[src/rtl/instr_encoder_if.sv]
// Field-bundle input and encoded-word output channels of the instruction encoder.
interface instr_encoder_if #(
    parameter int ADDR_W = 32
);
    logic              in_valid;
    logic              in_ready;
    logic [3:0]        in_kind;
    logic [4:0]        in_rs;
    logic [4:0]        in_rt;
    logic [4:0]        in_rd;
    logic [4:0]        in_shamt;
    logic [5:0]        in_funct;
    logic [15:0]       in_imm;
    logic [25:0]       in_target;
    logic              out_valid;
    logic              out_ready;
    logic [31:0]       out_data;
    logic [ADDR_W-1:0] out_addr;

    modport master (
        output in_valid, in_kind, in_rs, in_rt, in_rd, in_shamt, in_funct, in_imm, in_target,
        output out_ready,
        input  in_ready, out_valid, out_data, out_addr
    );

    modport slave (
        input  in_valid, in_kind, in_rs, in_rt, in_rd, in_shamt, in_funct, in_imm, in_target,
        input  out_ready,
        output in_ready, out_valid, out_data, out_addr
    );
endinterface

[src/rtl/instr_encoder.sv]
// Packs tagged instruction fields into MIPS words and streams them through a FIFO with byte addresses.
// Optional macro INSTR_ENCODER_BRANCH_ABS_EN: BEQ/BNE take an absolute target and compute the offset.
module instr_encoder #(
    parameter int                DEPTH     = 4,
    parameter int                ADDR_W    = 32,
    parameter logic [ADDR_W-1:0] BASE_ADDR = {ADDR_W{1'b0}}
) (
    input  logic             clk,
    input  logic             rst_n,
    input  logic             clear,
    instr_encoder_if.slave   bus,
    output logic             err_illegal,
    output logic             err_range
);
    localparam int PTR_W = $clog2(DEPTH);
    localparam int CNT_W = PTR_W + 1;
    localparam logic [CNT_W-1:0]  CNT_ONE  = {{PTR_W{1'b0}}, 1'b1};
    localparam logic [CNT_W-1:0]  CNT_FULL = CNT_W'(DEPTH);
    localparam logic [PTR_W-1:0]  PTR_ONE  = {{(PTR_W-1){1'b0}}, 1'b1};
    localparam logic [ADDR_W-1:0] ADDR_STEP = ADDR_W'(4);

    localparam logic [3:0] K_R   = 4'd0;
    localparam logic [3:0] K_J   = 4'd1;
    localparam logic [3:0] K_JAL = 4'd2;
    localparam logic [3:0] K_LW  = 4'd3;
    localparam logic [3:0] K_SW  = 4'd4;
    localparam logic [3:0] K_BEQ = 4'd5;
    localparam logic [3:0] K_BNE = 4'd6;
    localparam logic [3:0] K_ORI = 4'd7;
    localparam logic [3:0] K_LUI = 4'd8;

    function automatic logic [31:0] f_encode(
        input logic [3:0]  kind,
        input logic [4:0]  rs,
        input logic [4:0]  rt,
        input logic [4:0]  rd,
        input logic [4:0]  shamt,
        input logic [5:0]  funct,
        input logic [15:0] imm,
        input logic [25:0] target
    );
        logic [31:0] word;
        case (kind)
            K_R:     word = {6'b000000, rs, rt, rd, shamt, funct};
            K_J:     word = {6'b000010, target};
            K_JAL:   word = {6'b000011, target};
            K_LW:    word = {6'b100011, rs, rt, imm};
            K_SW:    word = {6'b101011, rs, rt, imm};
            K_BEQ:   word = {6'b000100, rs, rt, imm};
            K_BNE:   word = {6'b000101, rs, rt, imm};
            K_ORI:   word = {6'b001101, rs, rt, imm};
            K_LUI:   word = {6'b001111, 5'b00000, rt, imm};
            default: word = 32'h0000_0000;
        endcase
        return word;
    endfunction

    logic [31:0]       r_mem_data [DEPTH];
    logic [ADDR_W-1:0] r_mem_addr [DEPTH];
    logic [PTR_W-1:0]  r_wr_ptr;
    logic [PTR_W-1:0]  r_rd_ptr;
    logic [CNT_W-1:0]  r_count;
    logic [ADDR_W-1:0] r_enq_addr;
    logic              r_err_illegal;
    logic              r_err_range;

    logic              w_accept;
    logic              w_kind_ok;
    logic              w_range_bad;
    logic              w_push;
    logic              w_pop;
    logic [15:0]       w_imm;
    logic [31:0]       w_word;

`ifdef INSTR_ENCODER_BRANCH_ABS_EN
    logic [ADDR_W-1:0] w_tgt;
    logic [ADDR_W-1:0] w_off;
    logic              w_is_br;

    // Branch offset from the absolute target, relative to the delay-slot address.
    always_comb begin
        w_tgt   = ADDR_W'(bus.in_target);
        w_off   = w_tgt - (r_enq_addr + ADDR_STEP);
        w_is_br = (bus.in_kind == K_BEQ) || (bus.in_kind == K_BNE);
        if (w_is_br) begin
            w_imm       = w_off[17:2];
            w_range_bad = (w_off[1:0] != 2'b00) ||
                          !((&w_off[ADDR_W-1:17]) || (~|w_off[ADDR_W-1:17]));
        end else begin
            w_imm       = bus.in_imm;
            w_range_bad = 1'b0;
        end
    end
`else
    // Immediate taken verbatim; no range errors are possible.
    always_comb begin
        w_imm       = bus.in_imm;
        w_range_bad = 1'b0;
    end
`endif

    // Handshake qualification and word formation.
    always_comb begin
        w_kind_ok = (bus.in_kind <= K_LUI);
        w_accept  = bus.in_valid && (r_count != CNT_FULL);
        w_push    = w_accept && w_kind_ok && !w_range_bad;
        w_pop     = (r_count != {CNT_W{1'b0}}) && bus.out_ready;
        w_word    = f_encode(bus.in_kind, bus.in_rs, bus.in_rt, bus.in_rd, bus.in_shamt,
                             bus.in_funct, w_imm, bus.in_target);
    end

    // FIFO storage, pointers, enqueue address and sticky error state.
    always_ff @(posedge clk or negedge rst_n) begin
        if (!rst_n) begin
            for (int i = 0; i < DEPTH; i++) begin
                r_mem_data[i] <= 32'h0000_0000;
                r_mem_addr[i] <= BASE_ADDR;
            end
            r_wr_ptr      <= {PTR_W{1'b0}};
            r_rd_ptr      <= {PTR_W{1'b0}};
            r_count       <= {CNT_W{1'b0}};
            r_enq_addr    <= BASE_ADDR;
            r_err_illegal <= 1'b0;
            r_err_range   <= 1'b0;
        end else if (clear) begin
            r_wr_ptr      <= {PTR_W{1'b0}};
            r_rd_ptr      <= {PTR_W{1'b0}};
            r_count       <= {CNT_W{1'b0}};
            r_enq_addr    <= BASE_ADDR;
            r_err_illegal <= 1'b0;
            r_err_range   <= 1'b0;
        end else begin
            if (w_push) begin
                r_mem_data[r_wr_ptr] <= w_word;
                r_mem_addr[r_wr_ptr] <= r_enq_addr;
                r_wr_ptr             <= r_wr_ptr + PTR_ONE;
                r_enq_addr           <= r_enq_addr + ADDR_STEP;
            end
            if (w_pop) begin
                r_rd_ptr <= r_rd_ptr + PTR_ONE;
            end
            if (w_accept && !w_kind_ok) begin
                r_err_illegal <= 1'b1;
            end
            if (w_accept && w_kind_ok && w_range_bad) begin
                r_err_range <= 1'b1;
            end
            case ({w_push, w_pop})
                2'b10:   r_count <= r_count + CNT_ONE;
                2'b01:   r_count <= r_count - CNT_ONE;
                default: r_count <= r_count;
            endcase
        end
    end

    assign bus.in_ready  = (r_count != CNT_FULL);
    assign bus.out_valid = (r_count != {CNT_W{1'b0}});
    assign bus.out_data  = r_mem_data[r_rd_ptr];
    assign bus.out_addr  = r_mem_addr[r_rd_ptr];
    assign err_illegal   = r_err_illegal;
    assign err_range     = r_err_range;
endmodule

[src/flat_wrapper.sv]
// flat-port wrapper written by rule: the top's interface ports become plain ports
module instr_encoder_flat 
#(
    parameter int                DEPTH     = 4,
    parameter int                ADDR_W    = 32,
    parameter logic [ADDR_W-1:0] BASE_ADDR = {ADDR_W{1'b0}}
)
  (clk, rst_n, clear, err_illegal, err_range, bus_in_valid, bus_in_kind, bus_in_rs, bus_in_rt, bus_in_rd, bus_in_shamt, bus_in_funct, bus_in_imm, bus_in_target, bus_out_ready, bus_in_ready, bus_out_valid, bus_out_data, bus_out_addr);
  instr_encoder_if #(.ADDR_W(ADDR_W)) bus_i ();
  input  logic clk;
  input  logic rst_n;
  input  logic clear;
  output logic err_illegal;
  output logic err_range;
  input wire logic [$bits(bus_i.in_valid)-1:0] bus_in_valid;
  input wire logic [$bits(bus_i.in_kind)-1:0] bus_in_kind;
  input wire logic [$bits(bus_i.in_rs)-1:0] bus_in_rs;
  input wire logic [$bits(bus_i.in_rt)-1:0] bus_in_rt;
  input wire logic [$bits(bus_i.in_rd)-1:0] bus_in_rd;
  input wire logic [$bits(bus_i.in_shamt)-1:0] bus_in_shamt;
  input wire logic [$bits(bus_i.in_funct)-1:0] bus_in_funct;
  input wire logic [$bits(bus_i.in_imm)-1:0] bus_in_imm;
  input wire logic [$bits(bus_i.in_target)-1:0] bus_in_target;
  input wire logic [$bits(bus_i.out_ready)-1:0] bus_out_ready;
  output wire logic [$bits(bus_i.in_ready)-1:0] bus_in_ready;
  output wire logic [$bits(bus_i.out_valid)-1:0] bus_out_valid;
  output wire logic [$bits(bus_i.out_data)-1:0] bus_out_data;
  output wire logic [$bits(bus_i.out_addr)-1:0] bus_out_addr;
  assign bus_i.in_valid = bus_in_valid;
  assign bus_i.in_kind = bus_in_kind;
  assign bus_i.in_rs = bus_in_rs;
  assign bus_i.in_rt = bus_in_rt;
  assign bus_i.in_rd = bus_in_rd;
  assign bus_i.in_shamt = bus_in_shamt;
  assign bus_i.in_funct = bus_in_funct;
  assign bus_i.in_imm = bus_in_imm;
  assign bus_i.in_target = bus_in_target;
  assign bus_i.out_ready = bus_out_ready;
  assign bus_in_ready = bus_i.in_ready;
  assign bus_out_valid = bus_i.out_valid;
  assign bus_out_data = bus_i.out_data;
  assign bus_out_addr = bus_i.out_addr;
  instr_encoder #(.DEPTH(DEPTH), .ADDR_W(ADDR_W), .BASE_ADDR(BASE_ADDR)) u_core (.clk(clk), .rst_n(rst_n), .clear(clear), .bus(bus_i), .err_illegal(err_illegal), .err_range(err_range));
endmodule
[config.mk]
export PLATFORM = sky130hd
export DESIGN_NAME = instr_encoder_flat
export DESIGN_NICKNAME = d
export VERILOG_FILES = /design/src/rtl/instr_encoder_if.sv /design/src/rtl/instr_encoder.sv /design/src/flat_wrapper.sv
export SDC_FILE = /design/constraint.sdc
export NUM_CORES = 1
export LEC_CHECK = 0
export BUFFER_PORTS_ARGS = -buffer_cell sky130_fd_sc_hd__buf_4
export CAP_MARGIN = 40
export CORE_ASPECT_RATIO = 1.4
export CORE_MARGIN = 2
export CORE_UTILIZATION = 50
export CTS_BUF_LIST = sky130_fd_sc_hd__clkbuf_16
export CTS_CLUSTER_DIAMETER = 30
export DETAILED_ROUTE_END_ITERATION = 6
export MAX_ROUTING_LAYER = met4
export PLACE_DENSITY = 0.7
export SETUP_SLACK_MARGIN = 0.2
export SLEW_MARGIN = 20
export SYNTH_ARGS = -nofsm -noshare
export SYNTH_HDL_FRONTEND = slang
export SYNTH_SLANG_ARGS = --single-unit
[constraint.sdc]
create_clock -name clk -period 5.44 [get_ports clk]
set_input_delay 1.36 -clock clk [delete_from_list [all_inputs] [get_ports clk]]
set_output_delay 1.36 -clock clk [all_outputs]
set_load 0.005 [all_outputs]
Yosys cells after proc, flatten, opt, wreduce, memory -nomap -nowiden. Index checks and enable logic that the tools add are counted. Widths: inputs -> output; s select.

Add/subtract/negate cells: 5. $mul: 0. Divide/modulo/power cells: 0. Order comparisons: 4. Eq/ne operators: 11. Shifts and indexed selects: 0. Mux-type cells: 21. Bitwise gates (word level): 3. Reduce and logical (&&, ||, !) cells: 13.

Operator list (count): $pmux 32 s9 (1); $bwmux 128 (2); $mux 32 (7); $bmux 32 s2 (2); $demux 32 s2 (1); $add 32x3->32 const B (1); $eq 4x3->1 const B (4); $eq 4x2->1 const B (2); $mux 2 (4); $ge 3x3->1 const B (2); $not 2->3 (2); $pmux 3 s2 (1); $reduce_bool 2->1 (3); $reduce_bool 3->1 (2); $logic_and 1x1->1 (5); $add 2x1->2 const B (2); $eq 4x1->1 const B (1); $eq 4x4->1 const B (1); $le 4x4->1 const B (1); $logic_not 4->1 (1); $add 3x1->3 const B (1); $lt 3x1->1 const B (1); $mux 3 (1); $ne 3x3->1 const B (1); 7 further kinds (8).

Bits in registers: 296. Bits in latches: 0. Memory bits (writable): 0. Memory bits (read-only): 0. Input port bits: 77. Output and inout port bits: 68. Word-level logic and storage cells: 70. Memories kept: 0.

Depth between registers and ports, before layout. Gate-level depths: netlist (run 1).

Depth after elaboration: 6. Depth in mapped cells: 9. Gate-level depth less buffers: 8.

Least setup slack after synthesis (run 1). No wires, ideal clock.

Path kind: input to register. Start: in bus_in_kind[1]. End: reg u_core.r_count[2]. Setup time: 132 ps. Arrival time: 3278 ps. Setup slack: 2031 ps. Stages: 9. Path through: buf_2 > o31a_1 > nor3_2 > nor2_1 > fa_1 > or2_2 > mux2i_1 > xnor2_1 > nor2_1.

Cells in the longest elaborated chain, start to end: 5. Elaborated cells between the ends (all ways): 7. Those cells by class: order compare: 1; eq/ne: 2; mux: 2; reduce/logical: 2.

RTL lines: start: declaration (RTL line flat_wrapper.sv:16) `input wire logic [$bits(bus_i.in_kind)-1:0] bus_in_kind;`; $le 4x4->1 (*) (RTL line instr_encoder.sv:104) `w_kind_ok = (bus.in_kind <= K_LUI);`; $logic_and 1x1->1 (*) (RTL line instr_encoder.sv:106) `w_push = w_accept && w_kind_ok && !w_range_bad;`; $eq 2x1->1 or $eq 2x2->1 (tied branches) (RTL line instr_encoder.sv:148) `case ({w_push, w_pop})`; $pmux 3 s2 (RTL line instr_encoder.sv:148); $mux 3 (RTL line instr_encoder.sv:125) `end else if (clear) begin`; end signal: assignment (RTL line instr_encoder.sv:128) `r_count <= {CNT_W{1'b0}};`; end signal: assignment (RTL line instr_encoder.sv:149) `2'b10: r_count <= r_count + CNT_ONE;`; end signal: assignment (RTL line instr_encoder.sv:150) `2'b01: r_count <= r_count - CNT_ONE;`; end: declaration (RTL line instr_encoder.sv:62) `logic [CNT_W-1:0] r_count;`.

Mark *: on every way between the ends. The rest lies on a longest branch, timed or not. A chain may end at the register's enable or synchronous reset.

Worst setup path in the final report (run 1).
Start: reg u_core.r_rd_ptr[1]. End: out bus_out_addr[31].

Cells in the longest elaborated chain, start to end: 4.

RTL lines: start: declaration (RTL line instr_encoder.sv:61) `logic [PTR_W-1:0] r_rd_ptr;`; start signal: assignment (RTL line instr_encoder.sv:120) `r_rd_ptr <= {PTR_W{1'b0}};`; start signal: assignment (RTL line instr_encoder.sv:127) `r_rd_ptr <= {PTR_W{1'b0}};`; start signal: assignment (RTL line instr_encoder.sv:140) `r_rd_ptr <= r_rd_ptr + PTR_ONE;`; $not 2->3 (not written as such) (RTL line instr_encoder.sv:159) `assign bus.out_addr = r_mem_addr[r_rd_ptr];`; $bmux 32 s2 (RTL line instr_encoder.sv:159); $mux 32 (not written as such) (2 in a row) (RTL line instr_encoder.sv:159); end: declaration (RTL line flat_wrapper.sv:28) `output wire logic [$bits(bus_i.out_addr)-1:0] bus_out_addr;`.

Every way passes these cells. The select of a mux whose other input is x is not followed.

==> reports/metrics.yaml, run 1 <==
power_frac_seq_pct: 40.5
cts_hold_buffers: 0
htree_levels: 2
area_delta_synth_final_pct: 21.9
place_area_sq_um: 14200
synth_edf_count: 0
fmax_mhz: 260
synth_cell_types: 43
finalPower_mw: 6.20
hold-worst-slack_ps: 474
n_fill_cell: 1945
fin_crit_sh_pct: 70.8
track_usage_pct: 22.0
grt_antenna_before_repair: 0
fin_crit_ps: 3850
cp-start-kind: "flip-flop"
rsz0062_at_grt: "false"
synth.area.top_cells: "dfrtp_1 55%, mux2_2 13%, mux4_2 11%"
power.density_nw_per_um2: 398
gp_congestion: 0.790
pwr-share-clk_pct: 42.3
numPortBuffers: 140
setup_slack_ps: 1590
p_leak_nw: 7.29
synth_flop_cell: "dfrtp_1"
multiInputGateArea_sq_um: 5420
drtPass1Iterations: 5
fin_worst_skew_ps: 12.2
swShare_pct: 25.6
grt_max_degree: 127
hp-class: "flip-flop to flip-flop"
numClockSinks: 282
synthCells: 1006
row_count: 69
yosysWarnings: 0
slew_headroom_pct: 35.2
root_buffer: "clkbuf_16"
via_per_inst: 5.76
io_pins: 145
core-area_sq_um: 25300
hold_viol: 0
fin_util_pct: 61.6
required_ps: 4080
critical_path_class: "flip-flop to primary output"
drtIter0Drc: 512
synth_seq_cells: 282
regArea_sq_um: 7060
wl_mm: 28.3
hp-start: "u_core.r_mem_data[59]"
post_cts_buffers: 0
setup_viol: 0
drc: 0
crit_fanout: 46
antenna_cells: 0
yosysMostFrequentCell: "dfrtp_1"
seq_area_frac_synth_pct: 55.2
start_util_pct: 50.5
grt_pass1_wl_mm: 46.3
routedWlPerCell_um: 19.1
fin_setup_tns_ps: 0
yosysTopAreaCellShare_pct: 55.2
nNetsFinal: 1215
dp_hpwl_mm: 17.8
syn_area_sq_um: 12800
die_w_um: 139
final_cells: 1481
grt_pass1_vias: 8955
cp-end-kind: "primary output"
cts_resized: 0
vdd_drop_max_mv: 0.343
drv_slew: 0
ant_nets: 0
rr_startpoint: "u_core.r_count[0]"
tritoncts: "done"
place_inst: 1408
worstSetupStartpoint: "u_core.r_rd_ptr[1]"
combPwrFrac_pct: 17.2
p_int_mw: 4.61
dieArea_sq_um: 26900
overflow: 0
clk_latency_ps: 510
drive_gt1_share_pct: 38.2
tightest_slew_ps: 973
maxCapViolations: 0
yosys.area.top_type: "dfrtp_1"
synthTopCellsByCount: "282 x dfrtp_1, 146 x mux2_2, 126 x nand2_1"
clkTransAtPathRegs_ps: 50
finalInstanceArea_sq_um: 15600
synthArstFlopShare_pct: 100
vias: 8532
arrival_ps: 2490
avgSynthCellArea_sq_um: 12.7
outcome: "finished clean"
place_ws_ps: 1410
clockBufferDepth: 3
die_h_um: 193
power.switching_mw: 1.59
cts_buffers: 40
==> routing by layer <==
metal  wire (um)  track usage (%)
met4         672             7.26
met3        1130             3.24
met5           0                -
met1       11600             27.2
met2       14800             37.7
==> power groups by stage <==
stage               logic [mW]  registers (mW)  clock network, mW
global route              1.18            2.55               2.76
finish                    1.07            2.51               2.62
CTS                       1.09            2.51               2.67
detailed placement        1.08            2.55                  0
floorplan                0.671            2.47                  0
global placement         0.993            2.58                  0
==> path summary, 6_finish.rpt <==
kind | endpoint | slack [ps] | cells after the start
max | bus_out_addr[31] | 1590 | 3
min | u_core.r_mem_data[59] | 470 | 2
max reg2reg | u_core.r_mem_addr[88] | 2610 | 6
min reg2reg | u_core.r_mem_data[59] | 470 | 2
max in group asynchronous | u_core.r_mem_data[59] | 3480 | 2
min in group asynchronous | u_core.r_mem_addr[7] | 940 | 1
==> logic make-up after synthesis <==
| kind of cell | synth area share, % |
|---|---|
| flip-flops | 55.2 |
| AND/OR/NAND/NOR | 8.46 |
| multiplexers | 24.2 |
| AO/OA/AOI/OAI | 6.56 |
| buffers and inverters | 2.86 |
| XOR/XNOR | 2.06 |
| adder cells (fa/ha/maj) | 0.646 |
| other | 0.0293 |
==> area by class of cell <==
type / instances / area share (%)
Clock inverter: 31 / 2.18
Multi-Input combinational cell: 639 / 34.8
Inverter: 10 / 0.241
Clock buffer: 41 / 6.59
Sequential cell: 282 / 45.3
Timing Repair Buffer: 159 / 8.32
Tap cell: 319 / 2.56
==> critical path, stage by stage, from the launching register on <==
cell and delay [ps]:
dfrtp_2 640, buf_4 650, mux4_2 470, buf_4 170
==> sequential cells by signal, summed over array words and instances (netlist names) <==
| register | flops |
|---|---|
| u_core.err_illegal | 1 |
| u_core.r_rd_ptr | 2 |
| u_core.r_mem_data | 124 |
| u_core.r_count | 3 |
| u_core.r_enq_addr | 30 |
| u_core.r_wr_ptr | 2 |
| u_core.r_mem_addr | 120 |
==> placed cells by master, fill, tap and decap left out, types with 5 or more instances in the layout <==
master / count
xnor2_1: 26
mux2i_1: 7
a22oi_1: 6
a21oi_1: 11
nand4_1: 5
mux4_2: 61
or3_1: 6
inv_1: 14
nand2_1: 122
nor4_1: 9
a222oi_1: 16
buf_4: 151
nor2_1: 44
nand3_1: 11
o21ai_0: 108
nor3_1: 15
ha_1: 5
mux2_2: 146
clkbuf_16: 41
clkinv_1: 6
dfrtp_1: 280
bufinv_16: 6
(Power assumes the default switching activity.)
==> inputs of run 2 (changes only) <==
Settings changed: ABC_AREA set to 1.
Clock period 5.44 ns to 3.75 ns, I/O delays scaled along.
==> run 2 against run 1 <==
Global-route usage is 6.2 points higher. Design area is 5.5% higher. Area after synthesis is 6.1% higher. Synthesized cell count is 77% higher. Cell count is 55% higher. Sequential share of layout area is 2.4 points lower. Setup slack worse by 1300 ps. Flip-flop and latch count stayed put. Non-clock buffer count is 9 higher. Routed wire length is 36% higher. Die area is 5.9% higher. Critical path type unchanged. Largest cell class unchanged. Highest routed layer unchanged.
==> reports/metrics.yaml, run 2 <==
multiInputGateArea_sq_um: 5770  # was 5420 sq um
synth_seq_cells: 282  # unchanged
via_per_inst: 5.44  # was 5.76
hp-class: "input port to asynchronous set/reset pin"  # was flip-flop to flip-flop
synthAdderAreaFrac_pct: 0.609  # was 0.646%
fin_setup_tns_ps: 0  # unchanged
fmax_mhz: 292
fin_crit_ps: 3420
hold-worst-slack_ps: 351  # was 474 ps
crit_fanout: 85  # was 46
clockBufferDepth: 3  # unchanged
drc: 0  # unchanged
fin_worst_skew_ps: 14.7  # was 12.2 ps
clk_latency_ps: 550  # was 510 ps
dieArea_sq_um: 28500  # was 26,900 sq um
synthCells: 1782  # was 1,006
post_cts_buffers: 0  # unchanged
rr_startpoint: "u_core.r_count[0]"  # unchanged
grt_pass1_vias: 12304  # was 8,955
vias: 12487  # was 8,532
finalInstanceArea_sq_um: 16400  # was 15,600 sq um
yosys.area.top_type: "dfrtp_1"  # unchanged
outcome: "finished clean"  # unchanged
numPortBuffers: 140  # unchanged
drv_slew: 0  # unchanged
drive_gt1_share_pct: 13.7  # was 38.2%
die_h_um: 199  # was 193 um
p_leak_nw: 8.24  # was 7.29 nW
synthTopCellsByCount: "695 x nand2_1, 282 x dfrtp_1, 243 x o21ai_0"  # was 282 x dfrtp_1, 146 x mux2_2, 126 x nand2_1
syn_area_sq_um: 13600  # was 12,800 sq um
synth_cell_types: 29  # was 43
synth_compound_area_share_pct: 13.5  # was 6.56%
synth_flop_cell: "dfrtp_1"  # unchanged
io_pins: 145  # unchanged
synthMuxAreaShare_pct: 0  # was 24.2%
maxCapViolations: 0  # unchanged
rr_worst_depth: 10  # was 6
numClockSinks: 282  # unchanged
die_w_um: 143  # was 139 um
avgSynthCellArea_sq_um: 7.61  # was 12.7 sq um
synth_edf_count: 0  # unchanged
power.density_nw_per_um2: 602  # was 398 nW/um^2
synth.area.top_cells: "dfrtp_1 52%, nand2_1 19%, o21ai_0 9.0%"  # was dfrtp_1 55%, mux2_2 13%, mux4_2 11%
overflow: 0  # unchanged
yosysTopAreaCellShare_pct: 52.1  # was 55.2%
core-area_sq_um: 26700  # was 25,300 sq um
antenna_cells: 0  # unchanged
cp-start-kind: "flip-flop"  # unchanged
dp_hpwl_mm: 24.2  # was 17.8 mm
yosysWarnings: 0  # unchanged
regArea_sq_um: 7060  # unchanged
required_ps: 2810  # was 4080 ps
routedWlPerCell_um: 16.7  # was 19.1 um
arrival_ps: 2480  # was 2490 ps
grt_antenna_before_repair: 0  # unchanged
synthArstFlopShare_pct: 100  # unchanged
drtIter0Drc: 1015  # was 512
gp_congestion: 0.995  # was 0.790
cts_hold_buffers: 0  # unchanged
root_buffer: "clkbuf_16"  # unchanged
top_regs: "u_core.r_mem_data (124), u_core.r_mem_addr (120), u_core.r_enq_addr (30)"  # unchanged
grt_max_degree: 86  # was 127
seq_area_frac_synth_pct: 52.1  # was 55.2%
vdd_drop_max_mv: 0.436  # was 0.343 mV
clkTransAtPathRegs_ps: 60  # was 50 ps
fin_util_pct: 61.4  # was 61.6%
r2r_end: "u_core.r_mem_addr[117]"  # was u_core.r_mem_addr[88]
wl_mm: 38.4  # was 28.3 mm
synth_top_family_by_area: "simple AND/OR/NAND/NOR gates"  # was multiplexers
n_fill_cell: 2398  # was 1,945
row_count: 71  # was 69
layout_common_cells: "691 x nand2_1, 280 x dfrtp_1, 243 x o21ai_0"  # was 280 x dfrtp_1, 151 x buf_4, 146 x mux2_2
htree_levels: 2  # unchanged
start_util_pct: 50.7  # was 50.5%
tritoncts: "done"  # unchanged
synth-xor-area-share_pct: 0.194  # was 2.06%
yosysMostFrequentCell: "nand2_1"  # was dfrtp_1
ant_nets: 0  # unchanged
cp-end-kind: "primary output"  # unchanged
rsz0062_at_grt: "false"  # unchanged
drtPass1Iterations: 5  # unchanged
cts_resized: 0  # unchanged
track_usage_pct: 28.2  # was 22.0%
fin_crit_sh_pct: 91.2
grt_pass1_wl_mm: 62.1  # was 46.3 mm
yosys.area_share.simple_pct: 28.0  # was 8.46%
largest_reg_flops: 124  # unchanged
slew_headroom_pct: 48.2  # was 35.2%
nNetsFinal: 1975  # was 1,215
tightest_slew_ps: 778  # was 973 ps
area_delta_synth_final_pct: 21.2  # was 21.9%
place_area_sq_um: 14900  # was 14,200 sq um
regMostFlops: "u_core.r_mem_data"  # unchanged
cts_buffers: 47  # was 40
hold_viol: 0  # unchanged
setup_viol: 0  # unchanged
final_common_cell: "nand2_1"  # was dfrtp_1
r2r_slack_ps: 1450  # was 2610 ps
critical_path_class: "flip-flop to primary output"  # unchanged
## run 2: cell types whose count changed in the layout (fill, tap and decap cells not counted), moves of 39 or more
| cell | change |
|---|---|
| inv_1 | +45 |
| mux2_2 | -146 |
| mux4_2 | -61 |
| nand2_1 | +569 |
| nand3_1 | +41 |
| nor2_1 | +147 |
| o21ai_0 | +135 |
| o21ai_1 | +39 |
| o22ai_1 | +61 |
## run 2: worst max path at each step
stage                                  start  slack, ps                end
after floorplan               bus_in_kind[0]       1210  u_core.r_count[2]
after global placement        bus_in_kind[0]        860  u_core.r_count[2]
after detailed placement      bus_in_kind[0]        830  u_core.r_count[2]
after CTS                 u_core.r_rd_ptr[0]        270   bus_out_addr[24]
after global routing      u_core.r_rd_ptr[0]        280   bus_out_data[28]
final                     u_core.r_rd_ptr[0]        330   bus_out_addr[22]
## run 2: critical path, stage by stage, from the launching register on
cell      delay (ps)
dfrtp_4          710
clkinv_2         150
buf_12           320
o21ai_0          130
o22ai_1          380
buf_4            190
## run 2: area by class of cell
class                   count  area share (%)
flip-flops and latches    282            43.0
multi-input cells        1331            35.1
repair buffers            168            8.40
clock buffers              47            7.16
well taps                 365            2.78
clock inverters            40            2.13
inverters                  62            1.42
## run 2: metrics by stage
stage / cells / total power [mW] / worst slack, ps
final: 2295 / 9.89 / 329
after global routing: 2295 / 10.4 / 281
after CTS: 2295 / 9.95 / 273
after detailed placement: 2208 / 5.81 / 828
after global placement: 2204 / 5.77 / 858
after floorplan: 1785 / 4.77 / 1210
## run 2: where the power goes
| group | internal, mW | leakage (nW) | switching, mW |
|---|---|---|---|
| clock | 2.49 | 0.765 | 1.62 |
| combinational | 0.931 | 3.60 | 1.25 |
| sequential | 3.37 | 3.87 | 0.228 |
## run 2: kinds of logic (layout without fill, tap and decap cells)
kind of cell,count (synthesis),in the layout
AOI/OAI and AO/OA,351,351
xor gates and xnor gates,3,3
adders and majority gates,6,6
buffers and inverters,172,317
DFF,282,282
other,1,4
and+or+nand+nor,967,967
## run 2: routing by layer
metal	vias up	global-route usage, %	share of wire (%)
met5	-	-	0
met4	0	9.83	3.0
met3	72	3.90	5.7
met2	404	49.1	51
met1	6022	33.6	40
li1	5989	-	-
==> inputs of run 3 (changes only) <==
Settings changed: CORE_UTILIZATION 50 to 47, PLACE_DENSITY 0.7 to 0.66.
==> run 3 against run 2 <==
Clock power increased by 14%. Power increased by 5.7%. Non-clock buffer count decreased by 2. Flip-flop and latch count unchanged. First-iteration DRC count decreased by 11%.
==> reports/metrics.yaml, run 3 (synthesis results as in run 2) <==
outcome: "finished clean"  # unchanged
pwr-share-clk_pct: 44.7  # was 41.6%
ant_nets: 0  # unchanged
layout_common_cells: "691 x nand2_1, 280 x dfrtp_1, 243 x o21ai_0"  # unchanged
hp-class: "input port to asynchronous set/reset pin"  # unchanged
finalPower_mw: 10.4  # was 9.89 mW
overflow: 0  # unchanged
cp-end-kind: "primary output"  # unchanged
htree_levels: 2  # unchanged
cts_resized: 0  # unchanged
slew_headroom_pct: 49.2  # was 48.2%
power_frac_seq_pct: 33.9  # was 36.4%
post_cts_buffers: 0  # unchanged
place_inst: 2216  # was 2,208
fin_crit_ps: 3220  # was 3420 ps
dp_hpwl_mm: 23.3  # was 24.2 mm
clk_latency_ps: 550  # about the same
cts_hold_buffers: 0  # unchanged
regMostFlops: "u_core.r_mem_data"  # unchanged
start_util_pct: 47.7  # was 50.7%
grt_antenna_before_repair: 0  # unchanged
track_usage_pct: 26.9  # was 28.2%
cts_buffers: 50  # was 47
via_per_inst: 5.36  # was 5.44
grt_pass1_wl_mm: 63.4  # was 62.1 mm
routedWlPerCell_um: 16.8  # was 16.7 um
area_delta_synth_final_pct: 22.9  # was 21.2%
drive_gt1_share_pct: 13.7  # about the same
gp_congestion: 0.977  # was 0.995
drtPass1Iterations: 5  # unchanged
crit_fanout: 54  # was 85
worstSetupStartpoint: "u_core.r_rd_ptr[0]"  # unchanged
clkTransAtPathRegs_ps: 50  # was 60 ps
dieArea_sq_um: 30200  # was 28,500 sq um
numPortBuffers: 140  # unchanged
fin_worst_skew_ps: 12.9  # was 14.7 ps
grt_max_degree: 124  # was 86
die_h_um: 205  # was 199 um
p_int_mw: 7.41  # was 6.79 mW
cpMaxStageDelayCell: "dfrtp_4"  # unchanged
drv_slew: 0  # unchanged
top_regs: "u_core.r_mem_data (124), u_core.r_mem_addr (120), u_core.r_enq_addr (30)"  # unchanged
power.density_nw_per_um2: 627  # was 602 nW/um^2
tightest_slew_ps: 761  # was 778 ps
nNetsFinal: 1976  # was 1,975
fmax_mhz: 310  # was 292 MHz
final_common_cell: "nand2_1"  # unchanged
final_cells: 2308  # was 2,295
cp-start-kind: "flip-flop"  # unchanged
io_pins: 145  # unchanged
required_ps: 2810  # about the same
vdd_drop_max_mv: 0.445  # was 0.436 mV
path_buf_inv: 3  # unchanged
hold-worst-slack_ps: 370  # was 351 ps
critical_path_class: "flip-flop to primary output"  # unchanged
power.switching_mw: 3.04  # was 3.10 mW
core-area_sq_um: 28400  # was 26,700 sq um
arrival_ps: 2280  # was 2480 ps
combPwrFrac_pct: 21.4  # was 22.1%
n_fill_cell: 2627  # was 2,398
antenna_cells: 0  # unchanged
largest_reg_flops: 124  # unchanged
drc: 0  # unchanged
critical_path.top_delay_family: "buffers and inverters"  # was flip-flops
clockBufferDepth: 3  # unchanged
root_buffer: "clkbuf_16"  # unchanged
die_w_um: 148  # was 143 um
hold_viol: 0  # unchanged
rsz0062_at_grt: "false"  # unchanged
worstPathCellList: "clkinv_2 -> buf_12 -> o21ai_0 -> o22ai_1 -> buf_4"  # unchanged
fin_setup_tns_ps: 0  # unchanged
grt_pass1_vias: 12369  # was 12,304
maxCapViolations: 0  # unchanged
numClockSinks: 282  # unchanged
vias: 12363  # was 12,487
rr_startpoint: "u_core.r_count[0]"  # unchanged
drtIter0Drc: 907  # was 1,015
setup_viol: 0  # unchanged
critPathMaxStageDelay_ps: 490  # was 710 ps
row_count: 73  # was 71
wl_mm: 38.8  # was 38.4 mm
tritoncts: "done"  # unchanged
p_leak_nw: 8.31  # was 8.24 nW
fin_crit_sh_pct: 85.9  # was 91.2%
swShare_pct: 29.1  # was 31.3%
## run 3: worst register-to-register path, cell delays in order, from the launching register on
cell,delay (ps)
dfrtp_1,420
nor2_1,190
nand2_1,100
nand2_1,110
inv_1,120
nand2_4,150
nor2_8,70
nand2_4,60
buf_4,430
buf_16,320
nand2_1,140
o21ai_1,100
## run 3: per-layer routing
| metal | wire [um] | GRT usage [%] | share of wire [%] | vias up |
|---|---|---|---|---|
| li1 | - | - | - | 5995 |
| met1 | 16400 | 33.6 | 42 | 5909 |
| met2 | 19300 | 45.9 | 50 | 387 |
| met3 | 2270 | 3.61 | 5.9 | 72 |
| met4 | 845 | 7.76 | 2.2 | 0 |
| met5 | 0 | - | 0 | - |
## run 3: path summary, 6_finish.rpt
kind,end,slack [ps],cells past startpoint
min in group clk,u_core.r_mem_data[34],470,2
max,bus_out_data[26],530,5
max in group asynchronous,u_core.r_mem_data[106],2470,2
min reg2reg,u_core.r_mem_data[34],470,2
max reg2reg,u_core.r_mem_addr[50],1470,11
min,u_core.r_mem_addr[101],370,1
## run 3: cell type report
| cell class | instances | area [sq um] | share of cell area (%) |
|---|---|---|---|
| clock buffer | 53 | 1330 | 7.96 |
| tap | 375 | 469 | 2.82 |
| multi-input combinational | 1331 | 5780 | 34.7 |
| timing repair buffer | 166 | 1370 | 8.23 |
| inverter | 62 | 234 | 1.40 |
| sequential | 282 | 7060 | 42.4 |
| clock inverter | 39 | 419 | 2.52 |
## run 3: power by group through the flow
stage / Clock, mW / Combinational (mW) / Sequential, mW
finish: 4.67 / 2.24 / 3.54
global route: 4.87 / 2.50 / 3.58
CTS: 4.74 / 2.27 / 3.54
detailed placement: 0 / 2.26 / 3.58
global placement: 0 / 2.23 / 3.58
floorplan: 0 / 1.22 / 3.54
## run 3: per-stage QoR
| step | setup slack, ps | utilization [%] | instance area [sq um] |
|---|---|---|---|
| after global routing | 429 | 58.6 | 16700 |
| after global placement | 812 | 52.4 | 14900 |
| after floorplan | 1210 | - | 13600 |
| after detailed placement | 898 | 52.5 | 14900 |
| after CTS | 484 | 58.6 | 16700 |
| final | 528 | 58.6 | 16700 |
